File: config.mk
export PLATFORM = sky130hd
export DESIGN_NAME = branch_resolver
export DESIGN_NICKNAME = d
export VERILOG_FILES = /design/src/rtl/branch_resolver.sv
export SDC_FILE = /design/constraint.sdc
export NUM_CORES = 1
export LEC_CHECK = 0
export ABC_CLOCK_PERIOD_IN_PS = 2000
export CAP_MARGIN = 20
export CORE_ASPECT_RATIO = 1.75
export CORE_UTILIZATION = 35
export DETAILED_ROUTE_END_ITERATION = 10
export SETUP_SLACK_MARGIN = 0.3
export SLEW_MARGIN = 20
export SYNTH_ARGS = -nofsm -noshare
export SYNTH_HDL_FRONTEND = slang
export SYNTH_SLANG_ARGS = --single-unit
File: constraint.sdc
create_clock -name clk -period 2 [get_ports clk]
set_clock_uncertainty 0.1 [all_clocks]
set_input_delay 0.4 -clock clk [delete_from_list [all_inputs] [get_ports clk]]
set_output_delay 0.4 -clock clk [all_outputs]
set_load 0.01 [all_outputs]
File: src/rtl/branch_resolver.sv
// Branch resolver: decides in EX whether a control-flow instruction was
// mispredicted at fetch, and if so hands the corrected PC to fetch while
// flushing IF/ID and stalling EX until the redirect has been accepted.
module branch_resolver #(
  parameter int size = 32
) (
  input  logic            clk,
  input  logic            reset,
  input  logic            ex_valid,
  input  logic [size-1:0] ex_pc,
  input  logic [size-1:0] ex_imm,
  input  logic [size-1:0] ex_rs1,
  input  logic [size-1:0] ex_rs2,
  input  logic [2:0]      ex_funct3,
  input  logic            ex_is_branch,
  input  logic            ex_is_jal,
  input  logic            ex_is_jalr,
  input  logic            ex_pred_taken,
  input  logic            redirect_ready,
  output logic            redirect_valid,
  output logic [size-1:0] redirect_pc,
  output logic            flush,
  output logic            stall,
  output logic [15:0]     mispredict_count
);

  typedef enum logic [1:0] {
    IDLE     = 2'd0,
    REDIRECT = 2'd1,
    DRAIN    = 2'd2
  } state_t;

  state_t          state;
  logic            cond_met;
  logic            class_present;
  logic            actual_taken;
  logic            mispredict;
  logic [size-1:0] pc_plus_imm;
  logic [size-1:0] rs1_plus_imm;
  logic [size-1:0] pc_plus_4;
  logic [size-1:0] target;

  // Evaluate the branch condition from funct3; 010/011 never take.
  always_comb begin
    cond_met = 1'b0;
    case (ex_funct3)
      3'b000:  cond_met = (ex_rs1 == ex_rs2);
      3'b001:  cond_met = (ex_rs1 != ex_rs2);
      3'b100:  cond_met = ($signed(ex_rs1) <  $signed(ex_rs2));
      3'b101:  cond_met = ($signed(ex_rs1) >= $signed(ex_rs2));
      3'b110:  cond_met = (ex_rs1 <  ex_rs2);
      3'b111:  cond_met = (ex_rs1 >= ex_rs2);
      default: cond_met = 1'b0;
    endcase
  end

  // Resolve direction and target; jalr outranks jal which outranks branch.
  // jalr always counts as a mispredict because fetch cannot know its target.
  always_comb begin
    pc_plus_imm   = ex_pc + ex_imm;
    rs1_plus_imm  = ex_rs1 + ex_imm;
    pc_plus_4     = ex_pc + size'(4);
    class_present = ex_is_jalr | ex_is_jal | ex_is_branch;
    actual_taken  = ex_is_jalr | ex_is_jal | (ex_is_branch & cond_met);
    if (ex_is_jalr) begin
      target = {rs1_plus_imm[size-1:1], 1'b0};
    end else if (actual_taken) begin
      target = pc_plus_imm;
    end else begin
      target = pc_plus_4;
    end
    mispredict = ex_valid & class_present &
                 (ex_is_jalr | (actual_taken != ex_pred_taken));
  end

  // Redirect FSM with registered outputs; EX inputs are only looked at in IDLE.
  always_ff @(posedge clk or posedge reset) begin
    if (reset) begin
      state            <= IDLE;
      redirect_valid   <= 1'b0;
      flush            <= 1'b0;
      stall            <= 1'b0;
      redirect_pc      <= '0;
      mispredict_count <= '0;
    end else begin
      case (state)
        IDLE: begin
          if (mispredict) begin
            state          <= REDIRECT;
            redirect_pc    <= target;
            redirect_valid <= 1'b1;
            flush          <= 1'b1;
            stall          <= 1'b1;
            if (mispredict_count != 16'hFFFF) begin
              mispredict_count <= mispredict_count + 16'd1;
            end
          end
        end
        REDIRECT: begin
          if (redirect_ready) begin
            state          <= DRAIN;
            redirect_valid <= 1'b0;
          end
        end
        DRAIN: begin
          state <= IDLE;
          flush <= 1'b0;
          stall <= 1'b0;
        end
        default: begin
          state          <= IDLE;
          redirect_valid <= 1'b0;
          flush          <= 1'b0;
          stall          <= 1'b0;
        end
      endcase
    end
  end

endmodule

; ---- Word-level counts from Yosys, hierarchy flattened
; Cells that the tools add are included.
[op_classes]
addsub = 4
n_mul = 0
div_mod_pow = 0
order_cmp = 4
eq_ne = 13
shift = 0
muxes = 10
bitwise = 9
n_reduce_logical = 7
[op_table]
columns = operator, count
row1 = $add A32 B32 Y32, 2
row2 = $ge A32 B32 Y1, 2
row3 = $lt A32 B32 Y1, 2
row4 = $mux W32, 2
row5 = $add A32 B3 Y32 const B, 1
row6 = $eq A32 B32 Y1, 1
row7 = $ne A32 B32 Y1, 1
row8 = $add A16 B1 Y16 const B, 1
row9 = $ne A16 B16 Y1 const B, 1
row10 = $eq A3 B3 Y1 const B, 4
row11 = $pmux W1 S6, 1
row12 = $reduce_and A2 Y1, 3
row13 = $reduce_and A3 Y1, 2
row14 = $mux W2, 2
row15 = $ne A2 B2 Y1 const B, 2
row16 = $or A1 B1 Y1, 4
row17 = $pmux W2 S2, 1
row18 = $and A1 B1 Y1, 3
row19 = $eq A3 B1 Y1 const B, 1
row20 = $logic_not A3 Y1, 1
row21 = $pmux W1 S3, 1
row22 = $eq A2 B1 Y1 const B, 1
row23 = $eq A2 B2 Y1 const B, 1
row24 = $logic_not A2 Y1, 1
row25 = other kinds (4), 6
[totals]
ff_bits = 52
latch_bits = 0
ram_bits = 0
mem_bits_ro = 0
in_bits = 139
output_inout_bits = 51
wordCells = 52
memories = 0

; ---- Logic depth before layout (Yosys ltp)
; Gate-level depths: netlist of the first run.
[logic_depth]
word_depth = 9
mapped_depth = 14
depth_no_buf = 13

; ---- Worst setup path after synthesis of the first run
; No wires, ideal clock.
[synth_timing]
path_kind = input-to-reg
start = input ex_rs2[30]
end = register mispredict_count[14]
t_arrival_ns = 3.159
t_required_ns = 1.775
path_slack_ns = -1.384
cell_stages = 13
path_buffers = 1
cell_sequence = inv_1 ha_1 a21oi_1 nand2_1 a221o_1 a211o_1 a21oi_2 mux2i_1 a2111oi_2 or3b_1 buf_6 and4_4 mux2_4
[synth_between]
elab_chain_cells = 8
word_cells_on_any_way = 13
[synth_lines]
columns = element, line_no
row1 = from (decl), 13  ; input logic [size-1:0] ex_rs2,
row2 = "$ge A32 B32 Y1, or another cell as far along", 52  ; 3'b111: cond_met = (ex_rs1 >= ex_rs2);
row3 = $pmux W1 S6 *, 46  ; case (ex_funct3)
row4 = $and A1 B1 Y1 *, 64  ; actual_taken = ex_is_jalr | ex_is_jal | (ex_is_branch & cond_met);
row5 = $or A1 B1 Y1 *, 64
row6 = $ne A1 B1 Y1 *, 73  ; (ex_is_jalr | (actual_taken != ex_pred_taken));
row7 = $or A1 B1 Y1 *, 73
row8 = $and A1 B1 Y1 *, 72  ; mispredict = ex_valid & class_present &
row9 = $reduce_and A3 Y1 (no source line) *, n/a
row10 = to (signal assigned), 95  ; mispredict_count <= mispredict_count + 16'd1;
row11 = to (decl), 24  ; output logic [15:0] mispredict_count
; Every way passes the cells marked *; elsewhere a longest branch is shown, timed or not.
; A chain may end at the register's enable or synchronous reset.

; ---- Final worst setup path of the first run
[layout_timing]
start = input ex_rs1[10]
end = register redirect_pc[18]
[layout_between]
elab_chain_cells = 8
word_cells_on_any_way = 16
[layout_lines]
columns = element, line_no
row1 = from (decl), 12  ; input logic [size-1:0] ex_rs1,
row2 = "$ge A32 B32 Y1, or another cell as far along", 52
row3 = $pmux W1 S6, 46
row4 = $and A1 B1 Y1, 64
row5 = $or A1 B1 Y1, 64
row6 = $ne A1 B1 Y1, 73
row7 = $or A1 B1 Y1, 73
row8 = $and A1 B1 Y1, 72
row9 = $reduce_and A2 Y1 (no source line), n/a
row10 = to (signal assigned), 90  ; redirect_pc <= target;
row11 = to (decl), 21  ; output logic [size-1:0] redirect_pc,
; Parallel ways exist; a longest one is shown, timed or not.

==> qor.yml, run 1 <==
timing:
  relSlewSlack: 0.679
  whs_ps: 379
  fin_tns_setup_ps: -58620
  worst_slack_ps: -1220
  min_period_ps: 3220
  worst_pin_slew_ps: 482
  min_period_over_period: 1.61
  setup_viol: 51
  finalHoldViolCount: 0
  drv_slew: 0
  fmax_ghz: 0.311
  rsz0062_at_grt: "yes"
outcome:
  status: "finished with violations"
  violations: "setup timing"
hold_path:
  hold_path_class: "reg -> reg"
  hp-start: "redirect_valid"
cts:
  cts_tree: "yes"
  cts_max_path_buffers: 2
  hold_buffers: 0
  path_clk_slew_ps: 70
  clock-sinks: 52
  clock_latency_ps: 290
  numCtsBuffers: 5
  cts_max_level: 2
  root_buffer: "clkbuf_16"
place:
  place.gp.congestion: 0.945
  dp.cells: 1621
  dpl_cell_area_sq_mm: 0.0118
  dp_hpwl_um: 22700
  portBuffers: 189
route:
  met1_length_um: 10600
  ant_nets: 0
  drt_first_pass_iters: 5
  drt-initial-drc-count: 263
  dr_wl_met2_um: 16500
  top_layer: "met4"
  wl_per_cell_um: 17.8
  wl_met3_um: 947
  vias: 9055
  wl_um: 30100
  vias_per_cell: 5.36
  drc: 0
floorplan:
  initial_core_util: 0.356
  die_area_sq_mm: 0.0212
  core-area_sq_mm: 0.0202
  die-height_um: 192
  ioPinCount: 190
  chipWidth_um: 110
  row_count: 69
logic_synthesis:
  synth_top_family_by_area: "compound AO/OA/AOI/OAI gates"
  synth_adder_area_share: 0.171
  synth_top_cell_by_area: "dfrtp_1"
  synth_area_per_cell_sq_um: 7.88
  synth_cell_types: 74
  yosys_warnings: 0
  synthMuxAreaShare: 0.0294
  ys_ff_latch: 52
  syn-num-nets: 1149
  synth_edf_count: 0
  syn_inst: 913
  ys_seq_area_frac: 0.181
  synth_ff_type: "dfrtp_1"
  synth_compound_area_frac: 0.256
  synth_xor_area_frac: 0.110
  yosys-top-cells-area: "dfrtp_1 18%, ha_1 17%, xnor2_1 7.3%"
  synth_top_cell_area_share: 0.181
  async_flop_share: 1.00
  synth_area_sq_mm: 0.00720
  yosys.area_share.simple: 0.201
final_layout:
  seqCellArea_sq_mm: 0.00130
  drive_above_1_share: 0.463
  nets: 1675
  final_area_sq_mm: 0.0138
  areaGrowthSynthToFinish_pct: 92.0
  instances_no_fill: 1690
  multi_input_area_sq_mm: 0.00715
  fillerInstances: 1689
worst_setup_path:
  crit_type: "in -> reg"
  reg2reg_slack_ps: -220
  crit_fanout: 7
  end_kind: "flop"
  arrival_ps: 3290
  critical_path.startpoint: "ex_rs1[10]"
  required_ps: 2070
  worst_setup_path_start_kind: "primary input"
  r2r-start: "state[1]"
global_routing:
  grt_max_degree: 53
  overflow: 0
  grt_pass1_vias: 9313
  antenna_found_initial: 2
  track_usage: 0.270
  grt_pass1_wl_um: 45500
power:
  total_power_mw: 8.00
  ir_drop_mv: 0.716
  leakage_nw: 6.33
  pwr_density_cell_mw_per_mm2: 579
run:
  maxCapViolCount: 0
==> layer usage <==
layer,vias up,global-route usage
li1,4407,-
met1,4307,0.270
met2,254,0.538
met3,87,0.0177
met4,0,0.161
met5,-,0
==> cell type report <==
cell class,count,area share
Tap cell,248,0.0225
Multi-Input combinational cell,775,0.517
Timing Repair Buffer,544,0.337
Inverter,61,0.0185
Clock buffer,7,0.0103
Antenna cell,2,0.000362
Clock inverter,1,0.000543
Sequential cell,52,0.0942
==> timing repair <==
action                                  in CTS  in global routing
endpoints found under the setup margin      91                 61
cloned                                       8                  1
pin swaps                                  113                 78
resized for setup                          404                201
buffers inserted                            32                 18
==> registers in the layout (all words and copies together), names as in the netlist <==
signal,count
redirect_pc,32
mispredict_count,16
state,2
redirect_valid,1
stall,1
==> final timing paths <==
| check | end | depth (start not counted) |
|---|---|---|
| min | redirect_valid | 1 |
| min in group asynchronous | redirect_pc[1] | 3 |
| max reg2reg | redirect_pc[6] | 8 |
| max | redirect_pc[18] | 15 |
| max in group asynchronous | mispredict_count[14] | 3 |
| min reg2reg | redirect_valid | 1 |
==> report_power, final <==
part	leakage, nW	total, mW	switching, mW	internal (mW)
sequential	0.620	1.79	0.343	1.45
combinational	5.64	5.32	2.45	2.87
clock	0.0701	0.892	0.392	0.500
total	6.33	8.00	3.18	4.82
==> per-stage QoR <==
step	utilization	setup WS, ps
final	0.684	-1220
after global routing	0.684	-1290
after CTS	0.654	-1240
after detailed placement	0.583	-2110
after global placement	0.583	-2180
after floorplan	-	-1200
==> cell usage after synthesis, drive strengths merged, types with 4 or more instances <==
cell type	count
xor2	30
a31oi	23
nor2	62
nor3	21
nor2b	15
nand2b	9
a211oi	9
o41ai	4
xnor2	60
and2	6
o211ai	25
mux2i	11
ha	95
o21a	7
buf	13
o21ai	46
mux2	8
clkbuf	13
nand2	94
and3	15
a211o	4
o21bai	8
nand4	23
inv	61
nor4	5
a21oi	73
dfrtp	52
a21o	29
or2	4
o2111ai	4
a31o	6
a2111oi	5
nand3	27
==> layout by cell type (no fill, tap or decap), drive strengths merged, types with 41 or more instances in the layout <==
cell           n
buf          371
ha            95
nand2         94
a21oi         73
dfrtp         52
o21ai         46
xnor2         60
clkbuf        41
dlygate4sd2   67
inv           60
nor2          62
==> worst max-delay path, stage by stage <==
cell and delay, ps:
buf_2 130, buf_6 120, ha_4 210, o21ai_2 150, o21bai_2 110, a2111oi_4 350
o22ai_2 200, a21oi_4 220, mux2i_4 310, a2111oi_4 110, or3b_4 520, buf_6 170
buf_16 140, nor2_2 130, a31oi_4 40
==> kinds of logic after synthesis <==
family	after synthesis
AOI/OAI and AO/OA	273
xor gates and xnor gates	90
adders and majority gates	97
buffers and inverters	87
DFF	52
muxes	19
and+or+nand+nor	295
Power figures use the tool's default switching activity.
==> run 2: changes to the inputs <==
--- a/config.mk
+++ b/config.mk
@@ -8,7 +8,7 @@
 export ABC_CLOCK_PERIOD_IN_PS = 2000
 export CAP_MARGIN = 20
 export CORE_ASPECT_RATIO = 1.75
-export CORE_UTILIZATION = 35
+export CORE_UTILIZATION = 31
 export DETAILED_ROUTE_END_ITERATION = 10
 export SETUP_SLACK_MARGIN = 0.3
 export SLEW_MARGIN = 20
==> run 2 against run 1 <==
Effect of this change: the run still ends with setup timing left; sequential power is essentially flat; flip-flop and latch count unchanged; die area up 13%; largest cell class unchanged; wire length decreased by 0.90%; critical path depth shrank 1.
==> qor.yml, run 2 (same netlist as run 1, synthesis figures left out) <==
route:
  drt_first_pass_iters: 6  # was 5
  drc: 0  # unchanged
  wl_per_cell_um: 17.2  # was 17.8 um
  vias: 8954  # was 9055
  wl_um: 29800  # was 30100 um
  drt-initial-drc-count: 347  # was 263
  vias_per_cell: 5.16  # was 5.36
  ant_nets: 0  # unchanged
floorplan:
  die-height_um: 204  # was 192 um
  die_area_sq_mm: 0.0239  # was 0.0212 sq mm
  initial_core_util: 0.316  # was 0.356
  chipWidth_um: 117  # was 110 um
  row_count: 73  # was 69
  ioPinCount: 190  # unchanged
  core-area_sq_mm: 0.0227  # was 0.0202 sq mm
outcome:
  status: "finished with violations"  # unchanged
  violations: "setup timing"  # unchanged
final_layout:
  drive_above_1_share: 0.471  # was 0.463
  nets: 1667  # was 1675
  layout_commonest_cell: "buf_4"  # unchanged
  multi_input_area_sq_mm: 0.00705  # was 0.00715 sq mm
  seqCellArea_sq_mm: 0.00131  # was 0.00130 sq mm
  layout_common_cells: "303 x buf_4, 89 x nand2_1, 66 x dlygate4sd2_1"  # was 313 x buf_4, 90 x nand2_1, 67 x dlygate4sd2_1
  fillerInstances: 1956  # was 1689
  top_regs: "redirect_pc (32), mispredict_count (16), state (2)"  # unchanged
  top_register: "redirect_pc"  # unchanged
  largest_register_ffs: 32  # unchanged
  instances_no_fill: 1735  # was 1690
  areaGrowthSynthToFinish_pct: 90.1  # was 92.0%
place:
  dp.cells: 1677  # was 1621
  dp_hpwl_um: 23600  # was 22700 um
  place.gp.congestion: 0.979  # was 0.945
  portBuffers: 189  # unchanged
  pre_cts_slack_ps: -2170  # was -2110 ps
cts:
  root_buffer: "clkbuf_16"  # unchanged
  clock_latency_ps: 290  # about the same
  hold_buffers: 0  # unchanged
  cts_max_level: 2  # unchanged
  numCtsBuffers: 5  # unchanged
  cts_tree: "yes"  # unchanged
  clock-sinks: 52  # unchanged
  cts_max_path_buffers: 2  # unchanged
  path_clk_slew_ps: 70  # about the same
timing:
  fmax_ghz: 0.311  # about the same
  worst_pin_slew_ps: 439  # was 482 ps
  drv_slew: 0  # unchanged
  relSlewSlack: 0.704  # was 0.679
  min_period_over_period: 1.61  # about the same
  finalHoldViolCount: 0  # unchanged
  setup_viol: 51  # unchanged
  rsz0062_at_grt: "yes"  # unchanged
  worst_slack_ps: -1220  # about the same
  whs_ps: 376  # was 379 ps
  min_period_ps: 3220  # about the same
worst_setup_path:
  r2r-start: "state[1]"  # unchanged
  arrival_ps: 3300  # was 3290 ps
  crit_type: "in -> reg"  # unchanged
  crit_fanout: 5  # was 7
  required_ps: 2080  # was 2070 ps
  critical_path.startpoint: "ex_rs1[1]"  # was ex_rs1[10]
  worst_setup_path_start_kind: "primary input"  # unchanged
  end_kind: "flop"  # unchanged
global_routing:
  grt_max_degree: 53  # unchanged
  grt_pass1_wl_um: 44600  # was 45500 um
  grt_pass1_vias: 9217  # was 9313
  antenna_found_initial: 3  # was 2
  overflow: 0  # unchanged
  track_usage: 0.243  # was 0.270
power:
  p_int_mw: 4.83  # was 4.82 mW
  leakage_nw: 6.22  # was 6.33 nW
  p_switching_mw: 3.10  # was 3.18 mW
  p_seq_frac: 0.228  # was 0.224
  swShare: 0.391  # was 0.397
  ir_drop_mv: 0.382  # was 0.716 mV
  combPwrFrac: 0.643  # was 0.665
  pwr_density_cell_mw_per_mm2: 580  # was 579 mW/mm^2
  clockPowerShare: 0.129  # was 0.111
run:
  maxCapViolCount: 0  # unchanged
hold_path:
  hold_path_class: "reg -> reg"  # unchanged
  hp-start: "redirect_valid"  # unchanged
run 2: cell count changes in the layout (fill, tap and decap cells not counted), sizes merged, moves of 2 or more:
cell           delta
clkbuf           -11
buf              +16
dlymetal6s2s      -8
clkdlybuf4s15     -4
clkdlybuf4s50     -2
run 2: per-stage QoR:
step            util  total power [mW]  cell area [sq um]  TNS, ps
6_report       0.602              7.93              13700   -56080
5_1_grt        0.602              8.39              13700   -59060
4_1_cts        0.576              7.43              13100   -52910
3_5_place_dp   0.523              6.22              11900  -106300
3_3_place_gp   0.523              6.16              11900  -109120
2_1_floorplan      -              3.76               7460   -55660
run 2: layout make-up:
cell class	count	share of cell area
Tap cell	300	0.0274
Clock buffer	6	0.0102
Clock inverter	2	0.00283
Timing Repair Buffer	536	0.330
Sequential cell	52	0.0954
Antenna cell	3	0.000549
Inverter	61	0.0185
Multi-Input combinational cell	775	0.515
run 2: what timing repair did:
action	in CTS	in global routing
resized for setup	502	149
pin swaps	124	66
endpoints found under the setup margin	93	59
setup buffers	29	9
gates cloned	2	7
run 2: final timing paths:
kind                       slack (ps)                    to  cells past startpoint
min in group asynchronous         420        redirect_pc[0]                      3
min reg2reg                       380        redirect_valid                      1
max                             -1220  mispredict_count[14]                     14
min                               380        redirect_valid                      1
max in group asynchronous        1130  mispredict_count[13]                      3
max reg2reg                      -250  mispredict_count[14]                      7
run 2: power by group through the flow:
stage | Clock [mW] | Sequential (mW) | Combinational, mW
3_3_place_gp | 0 | 1.78 | 4.38
2_1_floorplan | 0 | 1.88 | 1.88
6_report | 1.02 | 1.81 | 5.10
3_5_place_dp | 0 | 1.79 | 4.43
5_1_grt | 1.06 | 1.85 | 5.48
4_1_cts | 1.04 | 1.76 | 4.63
run 2: worst max-delay path, cell delays in order:
cell       delay [ps]
buf_8             100
buf_6             110
ha_4              220
nor2b_4           120
o211a_1           230
a2111oi_4         340
o22ai_2           180
a21oi_4           160
mux2i_2           230
buf_4             150
a2111oi_4          70
or3b_4            490
and4_4            210
mux2_4            280
run 2: routing by layer:
layer,routed length [um],up-vias,GRT usage
met5,0,-,0
met4,1790,0,0.139
met3,783,87,0.0128
met2,16500,222,0.470
met1,10800,4252,0.248
li1,-,4393,-
